### src/rtl/detector_jogada_pkg.sv
// Shared types for the button-capture unit: state encoding and counter sizing.
package detector_jogada_pkg;

    localparam int ESTADO_W = 3;

    typedef enum logic [ESTADO_W-1:0] {
        OCIOSO        = 3'd0,
        FILTRANDO     = 3'd1,
        EMITE         = 3'd2,
        INVALIDA      = 3'd3,
        ESPERA_SOLTAR = 3'd4
    } estado_t;

    // Counter must hold the value DEBOUNCE_CICLOS itself without wrapping.
    function automatic int largura_cnt(input int debounce);
        return $clog2(debounce + 1);
    endfunction

endpackage

### src/rtl/codificador_onehot.sv
// Combinational encoder: lowest set index, exactly-one-bit flag, any-bit flag.
module codificador_onehot #(
    parameter int NUM_BOTOES = 9,
    localparam int IDX_W = $clog2(NUM_BOTOES)
) (
    input  logic [NUM_BOTOES-1:0] vetor_i,
    output logic [IDX_W-1:0]      idx_o,
    output logic                  unico_o,
    output logic                  algum_o
);

    always_comb begin
        idx_o = '0;
        for (int i = NUM_BOTOES - 1; i >= 0; i--) begin
            if (vetor_i[i]) begin
                idx_o = IDX_W'(i);
            end
        end
        algum_o = |vetor_i;
        // Clearing the lowest set bit leaves zero only for a single-bit vector.
        unico_o = algum_o && ((vetor_i & (vetor_i - NUM_BOTOES'(1))) == '0);
    end

endmodule

### src/rtl/detector_jogada.sv
// Debounced, validated button capture producing a one-cycle move strobe.
// Build option JOGADA_MULTIPLA_PRIORIDADE_EN: multi-button press picks the lowest index.
module detector_jogada
    import detector_jogada_pkg::*;
#(
    parameter int NUM_BOTOES      = 9,
    parameter int DEBOUNCE_CICLOS = 4,
    localparam int IDX_W = $clog2(NUM_BOTOES)
) (
    input  logic                  clock,
    input  logic                  reset,
    input  logic                  habilita,
    input  logic [NUM_BOTOES-1:0] botoes,
    input  logic [NUM_BOTOES-1:0] celulas_livres,
    output logic                  tem_jogada,
    output logic [IDX_W-1:0]      jogada_idx,
    output logic                  jogada_invalida,
    output logic                  ocupado,
    output logic [ESTADO_W-1:0]   db_estado
);

    localparam int CNT_W = largura_cnt(DEBOUNCE_CICLOS);
    localparam logic [CNT_W-1:0] CNT_FIM   = CNT_W'(DEBOUNCE_CICLOS);
    localparam logic [CNT_W-1:0] CNT_SOLTO = CNT_W'(DEBOUNCE_CICLOS - 1);

`ifdef JOGADA_MULTIPLA_PRIORIDADE_EN
    localparam bit PRIORIDADE = 1'b1;
`else
    localparam bit PRIORIDADE = 1'b0;
`endif

    estado_t                 estado_q;
    logic [CNT_W-1:0]        cnt_q;
    logic [CNT_W-1:0]        cnt_d;
    logic [NUM_BOTOES-1:0]   amostra_q;
    logic [IDX_W-1:0]        idx_q;
    logic                    tem_q;
    logic                    inv_q;

    logic [IDX_W-1:0]        cod_idx;
    logic                    cod_unico;
    logic                    cod_algum;
    logic                    aceita;

    codificador_onehot #(.NUM_BOTOES(NUM_BOTOES)) u_codificador (
        .vetor_i (amostra_q),
        .idx_o   (cod_idx),
        .unico_o (cod_unico),
        .algum_o (cod_algum)
    );

    assign cnt_d  = cnt_q + CNT_W'(1);
    assign aceita = (PRIORIDADE ? cod_algum : cod_unico) && celulas_livres[cod_idx];

    always_ff @(posedge clock) begin
        if (!reset) begin
            estado_q  <= OCIOSO;
            cnt_q     <= '0;
            amostra_q <= '0;
            idx_q     <= '0;
            tem_q     <= 1'b0;
            inv_q     <= 1'b0;
        end else begin
            tem_q <= 1'b0;
            inv_q <= 1'b0;
            case (estado_q)
                OCIOSO: begin
                    if (habilita && (|botoes)) begin
                        amostra_q <= botoes;
                        cnt_q     <= CNT_W'(1);
                        estado_q  <= FILTRANDO;
                    end
                end
                FILTRANDO: begin
                    if (!habilita) begin
                        cnt_q    <= '0;
                        estado_q <= ESPERA_SOLTAR;
                    end else if (botoes != amostra_q) begin
                        cnt_q    <= '0;
                        estado_q <= OCIOSO;
                    end else if (cnt_q == CNT_FIM) begin
                        cnt_q <= '0;
                        if (aceita) begin
                            idx_q    <= cod_idx;
                            tem_q    <= 1'b1;
                            estado_q <= EMITE;
                        end else begin
                            inv_q    <= 1'b1;
                            estado_q <= INVALIDA;
                        end
                    end else begin
                        cnt_q <= cnt_d;
                    end
                end
                EMITE, INVALIDA: begin
                    estado_q <= ESPERA_SOLTAR;
                end
                ESPERA_SOLTAR: begin
                    // Release must be seen on DEBOUNCE_CICLOS consecutive edges.
                    if (|botoes) begin
                        cnt_q <= '0;
                    end else if (cnt_q == CNT_SOLTO) begin
                        cnt_q    <= '0;
                        estado_q <= OCIOSO;
                    end else begin
                        cnt_q <= cnt_d;
                    end
                end
                default: begin
                    cnt_q    <= '0;
                    estado_q <= OCIOSO;
                end
            endcase
        end
    end

    assign tem_jogada      = tem_q;
    assign jogada_invalida = inv_q;
    assign jogada_idx      = idx_q;
    assign ocupado         = (estado_q != OCIOSO);
    assign db_estado       = estado_q;

endmodule
### config.mk
export PLATFORM = sky130hd
export DESIGN_NAME = detector_jogada
export DESIGN_NICKNAME = d
export VERILOG_FILES = /design/src/rtl/detector_jogada_pkg.sv /design/src/rtl/codificador_onehot.sv /design/src/rtl/detector_jogada.sv
export SDC_FILE = /design/constraint.sdc
export NUM_CORES = 1
export LEC_CHECK = 0
export ABC_AREA = 1
export BUFFER_PORTS_ARGS = -buffer_cell sky130_fd_sc_hd__buf_2
export CORE_MARGIN = 3
export CORE_UTILIZATION = 55
export DETAILED_ROUTE_END_ITERATION = 7
export PLACE_DENSITY_LB_ADDON = 0.12
export REMOVE_ABC_BUFFERS = 1
export SYNTH_ARGS = -nofsm -noshare
export SYNTH_HDL_FRONTEND = slang
export SYNTH_HIERARCHICAL = 1
export SYNTH_SLANG_ARGS = --single-unit
export TNS_END_PERCENT = 50
### constraint.sdc
create_clock -name clock -period 5.1 [get_ports clock]
set_input_delay 0.51 -clock clock [delete_from_list [all_inputs] [get_ports clock]]
set_output_delay 0.51 -clock clock [all_outputs]
set_load 0.02 [all_outputs]
After elaboration in Yosys (flattened, before gate mapping)
Cells that the tools add are included.
{"block": "op_classes", "eq_ne": 11, "n_addsub": 2, "order_cmp": 1, "bitwise": 7, "n_reduce_logical": 14, "muxes": 27}
{"cell": "$mux 4", "count": 9}
{"cell": "$mux 3", "count": 11}
{"cell": "$pmux 3 s4", "count": 2}
{"cell": "$reduce_or 9->1", "count": 2}
{"cell": "$and 9x9->9", "count": 1}
{"cell": "$eq 3x2->1 const B", "count": 3}
{"cell": "$logic_not 9->1", "count": 1}
{"cell": "$ne 9x9->1", "count": 1}
{"cell": "$sub 9x1->9 const B", "count": 1}
{"cell": "$eq 3x3->1 const B", "count": 2}
{"cell": "$ne 2x2->1 const B", "count": 3}
{"cell": "$not 1->1", "count": 6}
{"cell": "$lt 4x5->1 const B", "count": 1}
{"cell": "$reduce_and 5->1", "count": 1}
{"cell": "$reduce_or 5->1", "count": 1}
{"cell": "$bmux 1 s4", "count": 1}
{"cell": "$mux 1", "count": 4}
{"cell": "$ne 4x4->1 const B", "count": 1}
{"cell": "$reduce_and 2->1", "count": 2}
{"cell": "$reduce_and 4->1", "count": 1}
{"cell": "$add 3x1->3 const B", "count": 1}
{"cell": "$eq 3x1->1 const B", "count": 1}
{"cell": "$logic_and 1x1->1", "count": 3}
{"cell": "$logic_not 3->1", "count": 1}
{"cell": "other kinds (2)", "count": 2}
{"block": "word_totals", "out_inout_bits": 10, "register_bits": 21}

Longest topological paths before layout
Gate-level depths: netlist of run 1.
{"block": "logic_depth", "word_depth": 17, "ltp_mapped": 17, "ltp_nobuf": 17}

Cells and area by module
The synthesis of run 1 kept the hierarchy.
{"module": "detector_jogada", "area_per_inst_um2": 1312.5, "seq_area_each_um2": 420.4, "instances": 1, "cells_each": 199}
{"module": "codificador_onehot", "area_per_inst_um2": 202.7, "seq_area_each_um2": 0.0, "instances": 1, "cells_each": 41}

Least setup slack after synthesis of run 1
OpenSTA, ideal clock, no wires.
{"block": "synth_timing", "path_kind": "register to register", "start": "reg amostra_q[7]", "end": "reg idx_q[1], in the netlist jogada_idx[1]", "setup_ns": 0.114, "arrival_ns": 1.704, "setup_slack_ns": 3.282, "required_ns": 4.986, "n_path_buf": 0, "period_less_slack_ns": 1.818, "stages_incl_launch_ff": 18, "path_cell_list": "dfxtp_1 inv_1 nor2_1 o21ai_1 nand2_1 nand2_1 a21oi_1 inv_2 nand2_1 nand3_1 nand2_1 inv_1 o21ai_2 nor2_2 nand2_4 clkinv_4 o21ai_2 nor2_2"}
{"block": "synth_via", "elab_chain_len": 12}
{"element": "start, declared", "line": "detector_jogada.sv:35", "source": "logic [NUM_BOTOES-1:0] amostra_q;"}
{"element": "start signal, assigned", "line": "detector_jogada.sv:69", "source": "amostra_q <= botoes;"}
{"element": "$mux 4 (8 in series)", "line": "codificador_onehot.sv:15", "source": "if (vetor_i[i]) begin"}
{"element": "net cod_idx[0]", "line": "detector_jogada.sv:40", "source": "logic [IDX_W-1:0] cod_idx;"}
{"element": "$bmux 1 s4", "line": "detector_jogada.sv:53", "source": "assign aceita = (PRIORIDADE ? cod_algum : cod_unico) && celulas_livres[cod_idx];"}
{"element": "$mux 1 (not written as such)", "line": "detector_jogada.sv:53"}
{"element": "$logic_and 1x1->1", "line": "detector_jogada.sv:53"}
{"element": "$reduce_and 5->1 (no line)"}
{"element": "end signal, assigned", "line": "detector_jogada.sv:84", "source": "idx_q <= cod_idx;"}
{"element": "end, declared", "line": "detector_jogada.sv:36", "source": "logic [IDX_W-1:0] idx_q;"}
The timed path passes the listed nets, and every way through them passes these cells. The select of a mux whose other input is x is not followed.
A chain may end at the register's enable or synchronous reset.

Worst setup path in the final report of run 1
Same ends and word-level chain as after synthesis.

==> results of run 1 <==
[per-stage QoR]
stage / hold WS, ps / util (%) / worst slack, ps / instances
3_3_place_gp: 480 / 65.6 / 3150 / 298
4_1_cts: 505 / 66.7 / 3040 / 302
5_1_grt: 523 / 66.7 / 2790 / 302
2_1_floorplan: 461 / - / 3280 / 238
3_5_place_dp: 490 / 65.6 / 3050 / 298
6_report: 503 / 66.7 / 3010 / 302
[state kept, by name, summed over array words and instances (netlist names)]
signal	flops
amostra_q	9
cnt_q	3
db_estado	3
jogada_idx	4
jogada_invalida	1
tem_jogada	1
[worst min-delay path by stage]
stage / startpoint / depth (start not counted) / end / slack, ps
after floorplan: cnt_q[0] / 2 / cnt_q[0] / 460
after global placement: cnt_q[0] / 2 / cnt_q[0] / 480
after detailed placement: cnt_q[0] / 2 / cnt_q[0] / 490
after CTS: cnt_q[0] / 2 / cnt_q[0] / 510
after global routing: botoes[6] / 3 / amostra_q[6] / 520
final: cnt_q[0] / 2 / cnt_q[0] / 500
[layout make-up]
cell class,count,area (sq um),area share (%)
tap,30,37.5,2.21
sequential,21,420,24.8
multi-input combinational,165,862,50.8
timing repair buffer,30,150,8.84
inverter,52,200,11.8
clock buffer,3,22.5,1.33
clock inverter,1,5.00,0.295
[cells by family after synthesis]
family	Yosys count	synth area share (%)
flops	21	27.7
fa+ha+maj	4	3.30
simple gates	119	37.6
xor+xnor	1	0.578
buf+inv	54	15.4
compound gates	41	15.4
[synthesized netlist by cell type, drive strengths merged]
cell	instances	area (sq um)
inv	50	188
dfxtp	21	420
nand2	68	273
buf	1	7.51
a31oi	1	6.26
nor2	29	156
clkbuf	1	25.0
xnor2	1	8.76
o21ai	19	103
clkinv	2	12.5
nand4	4	40.0
ha	4	50.1
nor3	1	5.00
nand3	17	95.1
a21oi	19	110
a21boi	2	15.0
[power groups by stage]
| stage | Combinational [mW] | Clock (mW) | Sequential (mW) |
|---|---|---|---|
| floorplan | 0.125 | 0 | 0.195 |
| global placement | 0.161 | 0 | 0.197 |
| detailed placement | 0.163 | 0 | 0.197 |
| CTS | 0.165 | 0.0849 | 0.193 |
| global route | 0.188 | 0.0927 | 0.195 |
| finish | 0.164 | 0.0820 | 0.193 |
[critical path, stage by stage, from the launching register on]
cell and delay, ps:
dfxtp_1 410, inv_1 80, nor2_1 90, o21ai_1 60, nand2_1 60, nand2_1 50, a21oi_1 320, inv_2 130
nand2_1 90, nand3_1 60, nand2_1 80, inv_1 40, o21ai_2 110, nor2_2 70, nand2_4 100, clkinv_4 80
o21ai_2 120, nor2_2 40
[metal layers]
layer / global-route usage (%) / vias to the layer above / wire length (um)
met5: 0 / - / 0
met4: 6.95 / 0 / 32
met3: 2.85 / 4 / 257
met2: 31.4 / 48 / 1380
met1: 27.2 / 603 / 1520
li1: - / 808 / -
==> out/metrics.yaml, run 1 <==
ant_nets: 0
pwr-share-comb_pct: 37.3
synth_warnings: 6
fin_nets: 298
grt_pass1_wl_um: 5380
die_height_um: 58.5
clock_sinks: 21
fin_crit_sh_pct: 40.9
dp_hpwl_um: 2560
cts_tree: "done"
relSlewSlack_pct: 74.1
hold_class: "register to register"
root_buffer: "clkbuf_4"
tightest_slew_ps: 389
fmax_ghz: 0.479
drt_iter0_drc: 62
antenna_found_initial: 0
r2r_start: "amostra_q[7]"
rsz0062_at_grt: "false"
reg2reg_to: "jogada_idx[1]"
io_pins: 31
startpoint: "amostra_q[7]"
r2r_slack_ps: 3010
grt_pass1_vias: 1283
area_growth_pct: 12.1
p_clk_share_pct: 18.7
cts_resized: 0
powerDensity_mw_per_mm2: 259
finalPower_uw: 439
routed_wl_um: 3190
final_common_cell: "nand2_1"
grt_max_degree: 19
die_w_um: 58.5
finalHoldViolations: 0
slew_violations: 0
synth_area_per_cell_sq_um: 6.31
yosys.cell_types.count: 27
yosys_register_bits: 21
drt_first_pass_iters: 4
drive_gt1_share_pct: 26.1
post-route-cell-area_sq_mm: 0.00170
ir_worst_vdd_v: 0.000157
rows: 18
critPathRequiredTime_ps: 5320
status: "completed"
dpl-instance-area_sq_mm: 0.00167
path_class: "register to register"
wl_per_cell_um: 10.6
pwr-share-seq_pct: 44.0
syn_area_sq_mm: 0.00152
vias: 1463
power_leakage_nw: 0.896
crit_arrival_ps: 2300
clk_pin_slew_worst_paths_ps: 120
cts_made_buffers: 3
start_kind: "register"
clock_latency_ps: 310
track_usage_pct: 19.8
cts_setup_buffers: 0
gp_congestion: 0.851
fillers: 245
yosysSeqAreaShare_pct: 27.7
fin_skew_ps: 5.12
cts_max_level: 1
worstSetupEndpoint: "jogada_idx[1]"
initial_utilization_pct: 59.5
swShare_pct: 39.8
maxCapViolations: 0
power.switching_uw: 175
final.setup.tns_ps: 0
ctsLongestPathBuffers: 2
grt-ovfl-total: 0
coreArea_sq_mm: 0.00254
p_int_uw: 265
finalSetupViolations: 0
path_max_fanout: 6
antenna_cells: 0
synthCells: 240
fp.dieArea_sq_mm: 0.00342
cp-end-kind: "register"
r2r_cells: 17
avgViaCountPerCell: 4.84
final_cell_mix: "nand2_1 (63), inv_1 (39), buf_2 (30)"
remaining_drc_errors: 0
holdBufCountCts: 0
numPortBuffers: 30
period_needed_ps: 2090
No activity file was read; power rests on OpenSTA's default activity.
==> run 2, diff against run 1 <==
--- a/config.mk
+++ b/config.mk
@@ -8,7 +8,7 @@
 export ABC_AREA = 1
 export BUFFER_PORTS_ARGS = -buffer_cell sky130_fd_sc_hd__buf_2
 export CORE_MARGIN = 3
-export CORE_UTILIZATION = 55
+export CORE_UTILIZATION = 49
 export DETAILED_ROUTE_END_ITERATION = 7
 export PLACE_DENSITY_LB_ADDON = 0.12
 export REMOVE_ABC_BUFFERS = 1
==> constraint.sdc (replaced) <==
create_clock -name clock -period 1.8 [get_ports clock]
set_input_delay 0.18 -clock clock [delete_from_list [all_inputs] [get_ports clock]]
set_output_delay 0.18 -clock clock [all_outputs]
set_load 0.02 [all_outputs]
==> out/metrics.yaml, run 2 (same netlist as run 1, synthesis figures left out) <==
ctsLongestPathBuffers: 2  # unchanged
rows: 19  # +1
drive_gt1_share_pct: 34.9  # +8.8 points
place_ws_ps: -74.9  # -3130 ps
period_needed_ps: 1840  # -249 ps
grt_pass1_wl_um: 5640  # +4.9%
slew_violations: 0  # unchanged
ant_nets: 0  # unchanged
r2r_cells: 15  # -2
regMostFlops: "amostra_q"
drt_iter0_drc: 77  # +24%
regArea_sq_um: 430  # +2.4%
hold_path_depth: 3  # +1
hold_class: "primary input to register"
ir_worst_vdd_v: 0.000503  # +220%
gp_congestion: 0.817  # -4.0%
path_class: "register to register"
die_w_um: 61.6  # +5.3%
coreArea_sq_mm: 0.00285  # +12%
fin_skew_ps: 8.45  # +3.33 ps
start_kind: "register"
critPathRequiredTime_ps: 2010  # -3310 ps
io_pins: 31  # unchanged
status: "complete, but fails checks"
avgViaCountPerCell: 4.85  # +0.20%
root_buffer: "clkbuf_4"
violations: "setup timing"
largest_reg_flops: 9  # unchanged
cp_slowest_cell: "dfxtp_1"
dpl-instance-area_sq_mm: 0.00174  # +4.1%
finalHoldViolations: 0  # unchanged
powerDensity_mw_per_mm2: 730  # +180%
rsz0062_at_grt: "true"
clk_pin_slew_worst_paths_ps: 120  # about the same
worst_slack_ps: -36.7  # -3050 ps
path_cells: "o21ai_1 > nand2_1 > nand2_2 > a21oi_4 > inv_4 > nand2_2 > nand4_1 > nand2_1 > inv_1 > o21ai_2 > nor2_2 > nand2_4 > clkinv_4 > o21ai_2 > nor2_2"
area_growth_pct: 21.7
antenna_found_initial: 0  # unchanged
drt_first_pass_iters: 4  # unchanged
post-route-cell-area_sq_mm: 0.00184  # +8.6%
track_usage_pct: 19.8  # +0.047 points
initial_utilization_pct: 53.1  # -6.4 points
fin_nets: 310  # +4.0%
fillers: 283  # +16%
fin_crit_sh_pct: 102  # +61 points
cts_max_level: 1  # unchanged
antenna_cells: 0  # unchanged
tightest_slew_ps: 335  # -54.2 ps
cp-end-kind: "register"
maxCapViolations: 0  # unchanged
holdBufCountCts: 0  # unchanged
relSlewSlack_pct: 77.7  # +3.6 points
grt_max_degree: 19  # unchanged
grt-ovfl-total: 0  # unchanged
die_height_um: 61.6  # +5.3%
finalSetupViolations: 4  # +4
path_max_fanout: 6  # unchanged
vias: 1529  # +4.5%
fmax_ghz: 0.544  # +14%
fp.dieArea_sq_mm: 0.00380  # +11%
dp_hpwl_um: 2690  # +5.2%
numPortBuffers: 30  # unchanged
wl_per_cell_um: 10.7  # +1.3%
remaining_drc_errors: 0  # unchanged
power_leakage_nw: 0.965  # +7.7%
routed_wl_um: 3370  # +5.6%
final_common_cell: "nand2_1"
crit_arrival_ps: 2050  # -250 ps
final_cell_mix: "nand2_1 (60), inv_1 (38), buf_2 (30)"
clock_latency_ps: 310  # about the same
cts_made_buffers: 3  # unchanged
grt_pass1_vias: 1370  # +6.8%
crit_path_max_incr_delay_ps: 460  # +50 ps
cts_tree: "done"
clock_sinks: 21  # unchanged
multi_input_area_sq_um: 905  # +4.9%
run 2: what timing repair did:
action	in CTS	in global routing
gates cloned	0	0
resized for setup	10	12
setup buffers	1	3
setup endpoints to repair	4	7
hold endpoints to repair	0	0
pin swaps	7	1
run 2: cell type report:
cell class | instances | share of cell area [%]
clock buffers | 3 | 1.22
clock inverters | 1 | 0.271
inverters | 52 | 11.0
multi-input cells | 165 | 49.1
flip-flops and latches | 21 | 23.3
well taps | 31 | 2.10
repair buffers | 42 | 13.0
run 2: where the power goes:
| group | leakage (nW) | switching (mW) | internal, mW | total, mW |
|---|---|---|---|---|
| Combinational | 0.773 | 0.339 | 0.231 | 0.570 |
| Clock | 0.0177 | 0.148 | 0.0830 | 0.231 |
| Sequential | 0.174 | 0.0424 | 0.503 | 0.546 |
run 2: final timing paths:
kind	from	to	slack, ps
min	botoes[2]	amostra_q[2]	180
max reg2reg	amostra_q[5]	jogada_idx[1]	-40
max	amostra_q[5]	jogada_idx[1]	-40
min reg2reg	amostra_q[8]	amostra_q[8]	500
run 2: worst max-delay path: cells and delay by family (launching register included):
kind | cells | cell delay (ps)
flops | 1 | 460
buf+inv | 3 | 190
simple gates | 8 | 560
compound gates | 4 | 530
run 2: per-stage QoR:
step / instances / util, % / power (mW) / hold slack [ps] / TNS [ps]
CTS: 312 / 62.9 / 1.33 / 169 / -47.5
finish: 315 / 64.6 / 1.35 / 180 / -54.8
detailed placement: 308 / 61.0 / 1.06 / 488 / -277
global placement: 308 / 61.0 / 1.06 / 480 / -243
global route: 315 / 64.6 / 1.46 / 172 / -858
floorplan: 238 / - / 0.906 / 286 / -17.8
run 2: layer usage:
metal | GRT usage, % | share of wire, % | vias to the layer above
met3 | 3.77 | 6.1 | 2
li1 | - | - | 830
met1 | 28.2 | 50 | 655
met4 | 5.15 | 0.59 | 0
met5 | 0 | 0 | -
met2 | 30.6 | 43 | 42
==> run 3, diff against run 2 <==
--- a/config.mk
+++ b/config.mk
@@ -8,7 +8,7 @@
 export ABC_AREA = 1
 export BUFFER_PORTS_ARGS = -buffer_cell sky130_fd_sc_hd__buf_2
 export CORE_MARGIN = 3
-export CORE_UTILIZATION = 49
+export CORE_UTILIZATION = 33
 export DETAILED_ROUTE_END_ITERATION = 7
 export PLACE_DENSITY_LB_ADDON = 0.12
 export REMOVE_ABC_BUFFERS = 1
==> out/metrics.yaml, run 3 (same netlist as run 1, synthesis figures left out) <==
finalSetupViolations: 1  # -3
cp-end-kind: "register"
grt-ovfl-total: 0  # unchanged
power_leakage_nw: 0.987  # +2.2%
final.setup.tns_ps: -33.3  # +21.4 ps
tightest_slew_ps: 397  # +62.4 ps
drt_iter0_drc: 49  # -36%
powerDensity_mw_per_mm2: 771  # +5.5%
avgViaCountPerCell: 4.48  # -7.7%
maxCapViolations: 0  # unchanged
crit_arrival_ps: 2010  # -40 ps
hold_class: "primary input to register"
fin_crit_sh_pct: 102  # -0.19 points
routed_wl_um: 3680  # +9.3%
drt_first_pass_iters: 4  # unchanged
r2r_start: "amostra_q[7]"
wl_per_cell_um: 10.9  # +1.6%
r2r_cells: 18  # +3
antenna_cells: 0  # unchanged
coreArea_sq_mm: 0.00438  # +54%
area_growth_pct: 27.5
fin_skew_ps: 13.2  # +4.70 ps
crit_buf_inv: 5  # +2
worst_slack_ps: -33.3  # +3.40 ps
track_usage_pct: 14.8  # -5.1 points
worstSetupEndpoint: "jogada_idx[1]"
ctsLongestPathBuffers: 2  # unchanged
fillers: 478  # +69%
grt_max_degree: 19  # unchanged
regMostFlops: "amostra_q"
final_cell_mix: "nand2_1 (60), inv_1 (37), buf_2 (30)"
numPortBuffers: 30  # unchanged
cts_max_level: 1  # unchanged
ant_nets: 0  # unchanged
reg2reg_to: "jogada_idx[1]"
status: "complete, but fails checks"
io_pins: 31  # unchanged
cts_tree: "done"
largest_reg_flops: 9  # unchanged
gp_congestion: 0.809  # -1.0%
ir_worst_vdd_v: 0.000249  # -51%
finalHoldViolations: 0  # unchanged
grt_pass1_vias: 1388  # +1.3%
clock_latency_ps: 270  # -40 ps
path_max_fanout: 6  # unchanged
cp_slowest_cell: "dfxtp_2"
relSlewSlack_pct: 73.5  # -4.2 points
final_common_cell: "nand2_1"
critPathRequiredTime_ps: 1970  # -40 ps
antenna_found_initial: 0  # unchanged
die_w_um: 73.8  # +20%
vias: 1518  # -0.72%
die_height_um: 73.8  # +20%
grt_pass1_wl_um: 6290  # +11%
violations: "setup timing"
period_needed_ps: 1830  # -3.40 ps
path_class: "register to register"
rows: 24  # +5
clock_sinks: 21  # unchanged
startpoint: "amostra_q[7]"
remaining_drc_errors: 0  # unchanged
multi_input_area_sq_um: 921  # +1.8%
holdBufCountCts: 0  # unchanged
path_cells: "inv_2 > nor2_1 > o21ai_1 > nand2_1 > nand2_1 > a21oi_2 > buf_6 > inv_6 > nand2_1 > nand3_1 > nand3_1 > nand2_1 > inv_1 > nor2_4 > nand2_4 > clkinv_4 > o21ai_2 > nor2_2"
drive_gt1_share_pct: 34.8  # about the same
cts_made_buffers: 3  # unchanged
dp_hpwl_um: 2880  # +6.8%
r2r_slack_ps: -30  # about the same
crit_family: "simple AND/OR/NAND/NOR gates"
regArea_sq_um: 424  # -1.5%
start_kind: "register"
crit_path_frequent_cell: "nand2_1"
fin_cells: 339  # +7.6%
root_buffer: "clkbuf_8"
initial_utilization_pct: 34.6  # -19 points
fp.dieArea_sq_mm: 0.00544  # +43%
fmax_ghz: 0.545  # +0.19%
fin_nets: 313  # +0.97%
dp_cells: 333  # +8.1%
crit_cells: 18  # +3
slew_violations: 0  # unchanged
clk_pin_slew_worst_paths_ps: 90  # -30 ps
rsz0062_at_grt: "true"
crit_path_max_incr_delay_ps: 340  # -120 ps
run 3: cell types whose count changed in the layout (fill, tap and decap cells not counted), moves of 2 or more:
cell      before  now
buf_6          0    2
clkbuf_4       3    0
clkbuf_8       0    3
dfxtp_1       15   18
dfxtp_2        5    3
run 3: layer usage:
metal / vias up / GRT usage, % / wire length, um
met5: - / 0 / 0
met4: 0 / 4.23 / 31
met3: 2 / 2.19 / 150
met2: 27 / 21.7 / 1550
met1: 650 / 22.1 / 1940
li1: 839 / - / -
run 3: metrics by stage:
step | hold slack, ps | utilization (%) | power, mW | instance area [sq um] | worst slack (ps)
floorplan | 286 | - | 0.906 | 1480 | -17.8
global placement | 483 | 41.0 | 1.09 | 1800 | -126
detailed placement | 480 | 41.0 | 1.09 | 1800 | -103
CTS | 230 | 43.2 | 1.47 | 1890 | -51.1
global route | 278 | 44.1 | 1.60 | 1930 | -274
finish | 240 | 44.1 | 1.49 | 1930 | -33.3
run 3: repair_timing:
item                                    in CTS  in global routing
endpoints found under the setup margin       7                  7
setup buffers                                2                  0
pin swaps                                    3                  3
gates resized for setup                     12                 11
run 3: final cells by class:
cell class | count | share of cell area (%)
Multi-Input combinational cell | 165 | 47.7
Sequential cell | 21 | 22.0
Timing Repair Buffer | 45 | 14.0
Inverter | 52 | 10.6
Tap cell | 52 | 3.37
Clock buffer | 3 | 2.14
Clock inverter | 1 | 0.259
run 3: power breakdown:
part	internal, mW	leakage [nW]	total [mW]	switching [mW]
clock network	0.154	0.0255	0.324	0.170
registers	0.501	0.173	0.542	0.0400
logic	0.256	0.788	0.624	0.367
run 3: how the worst min path moves through the flow:
| stage | from | endpoint | slack, ps | cells after the start |
|---|---|---|---|---|
| finish | botoes[2] | amostra_q[2] | 240 | 3 |
| global route | botoes[1] | amostra_q[1] | 280 | 3 |
| CTS | botoes[2] | amostra_q[2] | 230 | 3 |
| detailed placement | cnt_q[0] | cnt_q[0] | 480 | 2 |
| global placement | cnt_q[0] | cnt_q[0] | 480 | 2 |
| floorplan | reset | cnt_q[2] | 290 | 2 |
run 3: worst register-to-register path, delay by kind of cell, from the launching register on:
kind,cells,cell delay [ps]
AOI/OAI and AO/OA,3,340
buffers and inverters,5,410
and+or+nand+nor,10,660
DFF,1,340
